**config.mk**
```make
export PLATFORM = sky130hd
export DESIGN_NAME = hub75_frame_sched
export DESIGN_NICKNAME = d
export VERILOG_FILES = /design/src/rtl/hub75_pkg.sv /design/src/rtl/hub75_fsched_hold.sv /design/src/rtl/hub75_frame_sched.sv
export SDC_FILE = /design/constraint.sdc
export NUM_CORES = 1
export LEC_CHECK = 0
export CAP_MARGIN = 10
export CORE_ASPECT_RATIO = 1.1
export CORE_MARGIN = 2
export CORE_UTILIZATION = 30
export DETAILED_ROUTE_END_ITERATION = 8
export PLACE_DENSITY = 0.55
export SLEW_MARGIN = 40
export SYNTH_ARGS = -nofsm -noshare
export SYNTH_HDL_FRONTEND = slang
export SYNTH_SLANG_ARGS = --single-unit
```
**constraint.sdc**
```tcl
create_clock -name clk -period 3.18 [get_ports clk]
set_input_delay 0.636 -clock clk [delete_from_list [all_inputs] [get_ports clk]]
set_output_delay 0.636 -clock clk [all_outputs]
set_load 0.005 [all_outputs]
```
**src/rtl/hub75_pkg.sv**
```systemverilog
// Shared definitions for the hub75 frame scheduler: FSM state encodings and
// the modulo-N frame-buffer index increment.
package hub75_pkg;

    localparam logic [1:0] ST_IDLE    = 2'd0;
    localparam logic [1:0] ST_PENDING = 2'd1;
    localparam logic [1:0] ST_SWAP    = 2'd2;

    function automatic int unsigned fb_inc(input int unsigned idx, input int unsigned n);
        return (idx + 32'd1 >= n) ? 32'd0 : idx + 32'd1;
    endfunction

endpackage

```
**src/rtl/hub75_fsched_hold.sv**
```systemverilog
// Saturating frames-since-last-swap counter with minimum-hold eligibility
// compare; a zero hold setting behaves as one.
module hub75_fsched_hold #(
    parameter int unsigned HOLD_W = 8
) (
    input  logic              clk_i,
    input  logic              rst_i,
    input  logic              clr_i,
    input  logic              tick_i,
    input  logic [HOLD_W-1:0] cfg_hold_i,
    output logic              elig_o
);

    logic [HOLD_W-1:0] cnt_q, cnt_d;
    logic [HOLD_W-1:0] cnt_inc;
    logic [HOLD_W-1:0] hold_min;

    always_comb begin
        cnt_inc  = (cnt_q == '1) ? cnt_q : cnt_q + 1'b1;
        hold_min = (cfg_hold_i == '0) ? HOLD_W'(1) : cfg_hold_i;
        // Eligibility looks at the count as it would be after this frame_start.
        elig_o   = (cnt_inc >= hold_min);
        cnt_d    = cnt_q;
        if (clr_i) begin
            cnt_d = '0;
        end else if (tick_i) begin
            cnt_d = cnt_inc;
        end
    end

    always_ff @(posedge clk_i or posedge rst_i) begin
        if (rst_i) begin
            cnt_q <= '0;
        end else begin
            cnt_q <= cnt_d;
        end
    end

endmodule

```
**src/rtl/hub75_frame_sched.sv**
```systemverilog
// Tear-free frame-buffer swap scheduler for hub75_top with software handshake.
// Optional statistics counters enabled by defining HUB75_FSCHED_STATS_EN.
module hub75_frame_sched
    import hub75_pkg::*;
#(
    parameter int unsigned N_FB     = 2,
    parameter int unsigned LOG_N_FB = $clog2(N_FB),
    parameter int unsigned HOLD_W   = 8
) (
    input  logic                clk,
    input  logic                rst,
    input  logic                frame_start,
    input  logic [LOG_N_FB-1:0] frame_cur,
    output logic [LOG_N_FB-1:0] frame_req,
    input  logic                sw_swap_req,
    output logic [LOG_N_FB-1:0] sw_wr_frame,
    output logic                sw_busy,
    output logic                sw_swap_done,
    input  logic [HOLD_W-1:0]   cfg_hold,
    input  logic                cfg_auto,
    output logic [15:0]         stat_frames,
    output logic [7:0]          stat_overruns
);

    logic [1:0]          state_q, state_d;
    logic [LOG_N_FB-1:0] req_q, req_d;
    logic [LOG_N_FB-1:0] wr_q, wr_d;
    logic                busy_q, busy_d;
    logic                done_q, done_d;
    logic                hold_clr;
    logic                elig;

    hub75_fsched_hold #(
        .HOLD_W(HOLD_W)
    ) u_hold (
        .clk_i      (clk),
        .rst_i      (rst),
        .clr_i      (hold_clr),
        .tick_i     (frame_start),
        .cfg_hold_i (cfg_hold),
        .elig_o     (elig)
    );

    always_comb begin
        state_d  = state_q;
        req_d    = req_q;
        wr_d     = wr_q;
        busy_d   = busy_q;
        done_d   = 1'b0;
        hold_clr = 1'b0;
        case (state_q)
            ST_IDLE: begin
                if (sw_swap_req || cfg_auto) begin
                    state_d = ST_PENDING;
                    busy_d  = 1'b1;
                end
            end
            ST_PENDING: begin
                // frame_req may only move right after frame_start.
                if (frame_start && elig) begin
                    state_d  = ST_SWAP;
                    req_d    = wr_q;
                    hold_clr = 1'b1;
                end
            end
            ST_SWAP: begin
                if (frame_cur == req_q) begin
                    wr_d    = LOG_N_FB'(fb_inc(32'(req_q), N_FB));
                    done_d  = 1'b1;
                    busy_d  = 1'b0;
                    state_d = ST_IDLE;
                end
            end
            default: state_d = ST_IDLE;
        endcase
    end

    always_ff @(posedge clk or posedge rst) begin
        if (rst) begin
            state_q <= ST_IDLE;
            req_q   <= '0;
            wr_q    <= LOG_N_FB'(1);
            busy_q  <= 1'b0;
            done_q  <= 1'b0;
        end else begin
            state_q <= state_d;
            req_q   <= req_d;
            wr_q    <= wr_d;
            busy_q  <= busy_d;
            done_q  <= done_d;
        end
    end

    assign frame_req    = req_q;
    assign sw_wr_frame  = wr_q;
    assign sw_busy      = busy_q;
    assign sw_swap_done = done_q;

`ifdef HUB75_FSCHED_STATS_EN
    logic [15:0] frames_q;
    logic [7:0]  ovr_q;

    always_ff @(posedge clk or posedge rst) begin
        if (rst) begin
            frames_q <= '0;
            ovr_q    <= '0;
        end else begin
            if (frame_start) begin
                frames_q <= frames_q + 16'd1;
            end
            if (sw_swap_req && busy_q && (ovr_q != '1)) begin
                ovr_q <= ovr_q + 8'd1;
            end
        end
    end

    assign stat_frames   = frames_q;
    assign stat_overruns = ovr_q;
`else
    assign stat_frames   = '0;
    assign stat_overruns = '0;
`endif

endmodule

```
After elaboration in Yosys (flattened, before gate mapping)
Cells that the tools add are included.

word-level totals
  bits in registers = 14
  bits of input ports = 14
  output and inout port bits = 28
  logic and storage cells = 43

cells by class
  $add $sub $neg = 2
  $lt $le $gt $ge = 2
  eq/ne operators = 7
  muxes and demuxes = 16
  reductions and logical operators = 10

operators with widths
  operator               count
  $mux W8                4
  $add A8 B1 Y8 const B  1
  $eq A8 B8 Y1 const B   1
  $ge A8 B8 Y1           1
  $logic_not A8 Y1       1
  $mux W1                7
  $mux W2                3
  $ne A2 B2 Y1 const B   3
  $pmux W2 S3            1
  $reduce_and A3 Y1      2
  $reduce_and A2 Y1      2
  $reduce_bool A2 Y1     2
  $add A1 B1 Y2 const B  1
  $eq A2 B1 Y1 const B   1
  $eq A2 B2 Y1 const B   1
  $ge A2 B2 Y1 const B   1
  $logic_not A2 Y1       1
  $pmux W1 S2            1
  $eq A1 B1 Y1           1
  $logic_and A1 B1 Y1    1
  $logic_or A1 B1 Y1     1

Longest topological paths before layout
Gate-level depths: netlist (run 1).

  depth in word-level cells = 7
  depth in mapped cells = 13
  gate-level depth less buffers = 11

Hierarchy
From an unflattened synthesis (run 1), not the netlist that was laid out.

unflattened totals
  cells, all modules = 153
  area, all modules = 1336.3 um^2

by module, submodules not included
  module             instances  cells each  area each (um^2)  sequential area each (um^2)
  hub75_fsched_hold  1          105         883.3             200.2
  hub75_frame_sched  1          48          452.9             151.4

Least setup slack after synthesis (run 1)
OpenSTA, ideal clock, no wires.

  path kind = register to register
  start = register u_hold.cnt_q[1]
  end = register u_hold.cnt_q[2]
  library setup time = 0.075 ns
  arrival time = 2.631 ns
  required time = 3.105 ns
  slack = 0.474 ns
  stages on the path, launching flop included = 12
  path buffers = 2
  clock period less this slack = 2.706 ns
  cells stage by stage = dfrtp_1 -> ha_1 -> nand4_1 -> nor2b_1 -> buf_2 -> mux2_1 -> ha_1 -> a2111o_1 -> a211oi_2 -> nor2b_1 -> buf_6 -> o2bb2ai_2

on the way
  word-level cells in the longest chain between the ends = 7
  elaborated cells on any way between the ends = 10
  classes of those cells = add/sub: 1; order compare: 1; eq/ne: 1; mux: 5; reduce/logical: 2

ends and longest elaborated chain
  what                                                  line                     source
  from (decl)                                           hub75_fsched_hold.sv:14  logic [HOLD_W-1:0] cnt_q, cnt_d;
  from (signal assigned)                                hub75_fsched_hold.sv:35  cnt_q <= cnt_d;
  $add A8 B1 Y8 / $eq A8 B8 Y1 (equally long branches)  hub75_fsched_hold.sv:19  cnt_inc = (cnt_q == '1) ? cnt_q : cnt_q + 1'b1;
  $mux W8 (*)                                           hub75_fsched_hold.sv:19
  $ge A8 B8 Y1                                          hub75_fsched_hold.sv:22  elig_o = (cnt_inc >= hold_min);
  $logic_and A1 B1 Y1                                   hub75_frame_sched.sv:60  if (frame_start && elig) begin
  $mux W1                                               hub75_frame_sched.sv:60
  $mux W1                                               hub75_frame_sched.sv:51  case (state_q)
  $mux W8 / $reduce_bool A2 Y1 (equally long branches)  n/a

Mark *: on every way between the ends. The rest lies on a longest branch, timed or not. The select of a mux whose other input is x is not followed.
A chain may end at the register's enable or synchronous reset.

Final worst setup path (run 1)
  start = register u_hold.cnt_q[0]
  end = register u_hold.cnt_q[5]

Same word-level chain as after synthesis.

==> metrics, run 1 <==
status complete, no violations; drt drc 0; largest family of logic cells by synthesized area buffers and inverters; Seq cells post-synth 14; CTS clk-pin slew, worst paths 0.06 ns; total internal power ~600 uW; worst slew pin tran 0.5919 ns; max frequency 342.0 MHz; initial antenna violation count 0; Row Count 24; Tmin final 2.924 ns; startpoint type of the worst setup path flop; switch share 39.59%; Critical-path top delay cell nor2b_1; Yosys warnings 0; DIE AREA ~4600 um2; Endpoint, Worst Hold state_q[0]$_DFFE_PP0P_; Post-Synth Adder-Cell Area 9.156%; Net Sw Power between 300 and 400 uW; Pre-antenna DRT Iters 4; simple-gate share of the synthesized area 17.80%; Largest delay share family, worst path compound AO/OA/AOI/OAI gates; Starting DRT DRC Count 66; Die Wd between 60 and 70 um; Max Transition Viols Final 0; placed cell count 220; RSZ-0062 raised after global routing false; most common cell in the synthesized netlist buf_4; worst stage delay on the critical path 0.42 ns; WP buf/inv 1; Starting Density between 30% and 40%; largest net degree at the start of global routing 16; clock net sink count 14; antenna diode count 0; post-route insts no fill 224; Max-cap violations 0; number of global-route vias before repair 905; port bufs 17; CTS tree built; WL final 2481 um; global-route wire length before repair between 4000 and 5000 um; sequential area share after synthesis 28.59%; Mapped Cells 149; required time of the critical path approximately 3.3 ns; Mapped Area 1230 um2; routed via count ~970; largest area contributor in the netlist dfrtp_1; Yosys top cell area share 26.45%; worst vdd ir about 0.33 mV; Worst R2R Start u_hold.cnt_q[0]$_DFFE_PP0P_; Post-CTS Setup Bufs 0; core area 3964 um2; Hold Path Stages 1; mux cell area share after synthesis 2.543%; fin crit share 91.95%; complex-gate fraction of the synthesized area around 18%; die height between 70 and 80 um; htree depth 1; GR Util All Layers roughly 11%; clock buffer count from CTS 3; Max-slew headroom 60.50%; fin nets 196; Crit Path Class flop to flop; cell chain of the critical path ha_1 -> nand4_1 -> nor2b_1 -> mux2_1 -> ha_1 -> a2111o_1 -> a211oi_2 -> nor2b_1 -> buf_4 -> o22ai_1; RePlAce Congestion 0.7501; hold buffer count at cts 0; HP Start state_q[1]$_DFFE_PP0P_; Worst R2R Setup Slack 0.26 ns; Worst Path Arrival 3.08 ns; Vias/cell 4.339; worst hold-check path type flop to flop; Pwr Density 666.8 nW/um2; Post-synth EDFFs 0; hpwl dp 1884 um; root buf cell clkbuf_8; clk_lat worst skew 0.24 ns; Fin Hold WS 0.5021 ns; Clock Skew a little over 0.002 ns; final setup vio count 0; layout cell share with drive strength beyond 1 a little over a tenth; Bufs on Longest Clock Path 2; Syn-to-layout area delta 18.01%; Worst R2R End u_hold.cnt_q[5]$_DFFE_PP0P_; Mapped Avg Cell Area approximately 8.3 um2; ys flop type dfrtp_1; Setup crit end kind flop; asr flop ratio synth 100.0%; grt total ovfl 0; Area contributors post-synth dfrtp_1 (26%), buf_4 (15%), ha_1 (9.2%), inv_1 (5.5%), nor2_1 (4.3%); Worst R2R Path Depth 10; Resize count post-CTS 0; final hold violations 0; Leakage 0.0006970 uW; Post-Synth XOR/XNOR Area 2.136%; routed len/inst 11.08 um; Comb pwr share between 40% and 50%; Setup TNS Final 0 ns; share of power burned in the clock network 18.0%; IO Count 42; synth cell count leaders buf_4 (24), inv_1 (18), nor2_1 (14); Critical Path Fanout Max 8; Routed Antenna Nets 0; Flop pwr share 32.0%; Synth cell types 39
-- how the worst max path moves through the flow --
| stage | start | to | cells after the start |
|---|---|---|---|
| floorplan | u_hold.cnt_q[1]$_DFFE_PP0P_ | u_hold.cnt_q[2]$_DFFE_PP0P_ | 11 |
| global placement | cfg_hold[5] | u_hold.cnt_q[0]$_DFFE_PP0P_ | 10 |
| detailed placement | cfg_hold[5] | u_hold.cnt_q[1]$_DFFE_PP0P_ | 10 |
| CTS | u_hold.cnt_q[0]$_DFFE_PP0P_ | u_hold.cnt_q[1]$_DFFE_PP0P_ | 10 |
| global route | u_hold.cnt_q[0]$_DFFE_PP0P_ | u_hold.cnt_q[0]$_DFFE_PP0P_ | 10 |
| finish | u_hold.cnt_q[0]$_DFFE_PP0P_ | u_hold.cnt_q[5]$_DFFE_PP0P_ | 10 |
-- cell usage in the layout, fill, tap and decap left out, drive strengths merged, types with 5 or more instances in the layout --
cell,synthesis,routed
ha,9,9
o21ai,9,9
clkdlybuf4s50,0,17
conb,1,24
buf,26,6
nand2,10,10
dfrtp,13,13
inv,18,18
a21oi,5,5
o22ai,7,7
nor2,14,14
-- state kept, by name, summed over array words and instances, names as in the netlist --
signal and flops:
sw_swap_done 1, u_hold.cnt_q 8, state_q 2, frame_req 1
sw_busy 1, sw_wr_frame 1
-- metal layers --
layer  global-route usage (%)  up-vias  wire length, um
met1                    14.12      433             1140
met4                    2.083        0                0
met5                        0        -                0
met2                    19.01       31             1199
li1                         -      508                -
met3                    3.339        0              141
-- cell families (layout without fill, tap and decap cells) --
group	Yosys count	after routing
buffers and inverters	45	45
AND/OR/NAND/NOR	44	44
AO/OA/AOI/OAI	30	30
flip-flops	14	14
adder cells (fa/ha/maj)	9	9
XOR/XNOR	3	3
multiplexers	3	3
other	1	24
-- per-stage QoR --
step	utilization (%)	setup WS, ns	power [uW]	instance area [um2]
2_1_floorplan	-	0.4742	659.4	1316
3_3_place_gp	35.23	0.1688	790.1	1396
3_5_place_dp	35.23	0.1544	795.1	1396
4_1_cts	36.62	0.2825	979.9	1451
5_1_grt	36.62	0.04936	1063	1451
6_report	36.62	0.2559	967.8	1451
-- power by group through the flow --
stage | Combinational, uW | Clock (uW) | Sequential (uW)
4_1_cts | 490 | 182 | 309
6_report | 483 | 174 | 310
3_5_place_dp | 485 | 0 | 310
5_1_grt | 554 | 191 | 318
2_1_floorplan | 355 | 0 | 304
3_3_place_gp | 480 | 0 | 310
-- cell type report --
class                      instances  area (um2)
clock buffer                       4       55.05
sequential                        14       351.6
multi-input combinational        113       696.9
inverter                          18       67.56
timing repair buffer              23       215.2
tap                               52       65.06
fill                             422        2512
Power figures use the tool's default switching activity.
==> run 2, diff against run 1 <==
Settings changed: CTS_CLUSTER_DIAMETER from default to 200.
==> results of run 2 <==
Final layout, timing and power as in run 1 (identical DEF).
==> run 3, diff against run 2 <==
Settings changed: CAP_MARGIN 10 to default, CTS_CLUSTER_SIZE from default to 14.
Clock period 3.18 ns to 3.2 ns, I/O delays scaled along.
==> run 3 against run 2 <==
  * Worst hold slack improved by 0.0024 ns
  * Sequential cell count stayed put
  * Via count shrank 0.21%
  * Worst setup slack improved by 0.038 ns
  * Critical path depth unchanged
  * Utilization is 0.51 points lower
  * Critical endpoint is now u_hold.cnt_q[0]$_DFFE_PP0P_
==> metrics, run 3 (synthesis gave the netlist of run 1 again) <==
placed cell count 217 (-1.4%); RSZ-0062 raised after global routing false; Final WS setup 0.2943 ns (+0.03846 ns); routed len/inst 10.79 um (-2.6%); worst stage delay on the critical path 0.44 ns (+0.02 ns); Max-cap violations 0 (unchanged); most used cell, CP ha_1; Leakage 0.0006822 uW (-2.1%); Crit Path Class flop to flop; RePlAce Congestion 0.7905 (+5.4%); share of power burned in the clock network 18.7% (+0.7 points); Pwr Density 656.9 nW/um2 (-1.5%); Max Transition Viols Final 0 (unchanged); worst vdd ir 0.2545 mV (-22%); max frequency 344.2 MHz (+0.64%); die height 71.16 um (unchanged); Vias/cell 4.389 (+1.1%); Starting DRT DRC Count 53 (-20%); Routed Antenna Nets 0 (unchanged); status complete, no violations; final setup vio count 0 (unchanged); root buf cell clkbuf_8; largest net degree at the start of global routing 16 (unchanged); Starting Density 31.03% (unchanged); Pre-antenna DRT Iters 4 (unchanged); layout cell share with drive strength beyond 1 9.467% (-1.0 points); WP buf/inv 1 (unchanged); hpwl dp 1876 um (-0.45%); Area after DPL 1374 um2 (-1.6%); DIE AREA 4629 um2 (unchanged); global-route wire length before repair 4050 um (unchanged); Critical Path Fanout Max 8 (unchanged); Setup TNS Final 0 ns (unchanged); clock net sink count 14 (unchanged); Critical-path top delay cell dfrtp_1; CTS clk-pin slew, worst paths 0.06 ns (about the same); max reg flops 8 (unchanged); Flop pwr share 33.9% (+1.9 points); Filler Cell Count 430 (+1.9%); port bufs 17 (unchanged); Largest delay share family, worst path compound AO/OA/AOI/OAI gates; Tmin final 2.906 ns (-0.01846 ns); initial antenna violation count 0 (unchanged); Syn-to-layout area delta 16.38%; worst hold-check path type flop to flop; Worst Path Arrival 3.06 ns (-0.02 ns); hold buffer count at cts 0 (unchanged); switch share 39.87% (+0.28 points); top flop regs u_hold.cnt_q (8), state_q (2); routed via count 970 (-0.21%); Die Wd 65.05 um (unchanged); WL final 2384 um (-3.9%); GR Util All Layers 11.47% (+0.31 points); required time of the critical path 3.36 ns (+0.02 ns); clk_lat worst skew 0.25 ns (about the same); core area 3964 um2 (unchanged); Row Count 24 (unchanged); IO Count 42 (unchanged); total internal power 565.4 uW (-3.3%); fin crit share 90.80% (-1.2 points); Setup crit end kind flop; Clock Skew 0.004601 ns (+0.002558 ns); Comb pwr share 47.4% (-2.5 points); Worst R2R Setup Slack 0.29 ns (+0.04 ns); htree depth 1 (unchanged); final hold violations 0 (unchanged); Bufs on Longest Clock Path 2 (unchanged); drt drc 0 (unchanged); fin nets 193 (-1.5%); Top reg by flops u_hold.cnt_q; most frequent cells in the layout conb_1 (24), inv_1 (18), clkdlybuf4s50_1 (17), nor2_1 (14), dfrtp_1 (13); grt total ovfl 0 (unchanged); final instance area 1431 um2 (-1.4%); Fin Hold WS 0.5046 ns (+0.002425 ns); startpoint type of the worst setup path flop; post-route insts no fill 221 (-1.3%); worst slew pin tran 0.5667 ns (-0.02522 ns); dpl ws 0.08401 ns (-0.07035 ns); Max-slew headroom 62.10% (+1.6 points); number of global-route vias before repair 857 (-5.3%); cell chain of the critical path ha_1 -> nand4_1 -> nor2b_2 -> mux2_1 -> ha_1 -> a2111o_1 -> a211oi_2 -> nor2b_1 -> buf_4 -> o22ai_1; antenna diode count 0 (unchanged); CTS tree built; leading cell type in the layout, fill and taps excluded conb_1; Net Sw Power 374.9 uW (-2.2%); clock buffer count from CTS 3 (unchanged)
## run 3: cell count changes in the layout (fill, tap and decap cells not counted), sizes merged
cell and change:
buf -3
## run 3: cell type report
cell class	count	area [um2]	area share [%]
multi-input combinational	113	699.4	48.86
sequential	14	351.6	24.56
timing repair buffer	20	192.7	13.46
inverter	18	67.56	4.720
tap	52	65.06	4.545
clock buffer	4	55.05	3.846
## run 3: power groups by stage
stage | Sequential (uW) | Combinational (uW) | Clock, uW
4_1_cts | 318 | 453 | 184
6_report | 319 | 446 | 176
5_1_grt | 332 | 518 | 191
2_1_floorplan | 302 | 353 | 0
3_5_place_dp | 320 | 450 | 0
3_3_place_gp | 321 | 445 | 0
## run 3: path summary, 6_finish.rpt
path,start,to,depth (start not counted)
hold / removal,state_q[1]$_DFFE_PP0P_,state_q[0]$_DFFE_PP0P_,1
setup reg to reg,u_hold.cnt_q[1]$_DFFE_PP0P_,u_hold.cnt_q[0]$_DFFE_PP0P_,10
max in group asynchronous,rst,sw_wr_frame$_DFFE_PP1P_,2
min in group asynchronous,rst,u_hold.cnt_q[5]$_DFFE_PP0P_,2
hold reg to reg,state_q[1]$_DFFE_PP0P_,state_q[0]$_DFFE_PP0P_,1
setup / recovery,u_hold.cnt_q[1]$_DFFE_PP0P_,u_hold.cnt_q[0]$_DFFE_PP0P_,10
## run 3: repair_timing
| action | 4_1_cts | 5_1_grt |
|---|---|---|
| setup buffers | 0 | 0 |
| gates resized for setup | 0 | 1 |
| endpoints found under the setup margin | 0 | 10 |
## run 3: routing by layer
| layer | global-route usage (%) | routed length [um] |
|---|---|---|
| met3 | 3.816 | 122 |
| met5 | 0 | 0 |
| met1 | 14.44 | 1086 |
| met4 | 3.472 | 26 |
| met2 | 18.67 | 1148 |
## run 3: metrics by stage
step,power [uW],utilization (%)
2_1_floorplan,655.3,-
3_3_place_gp,765.9,34.66
3_5_place_dp,769.5,34.66
4_1_cts,955.5,36.05
5_1_grt,1041,36.11
6_report,940.3,36.11
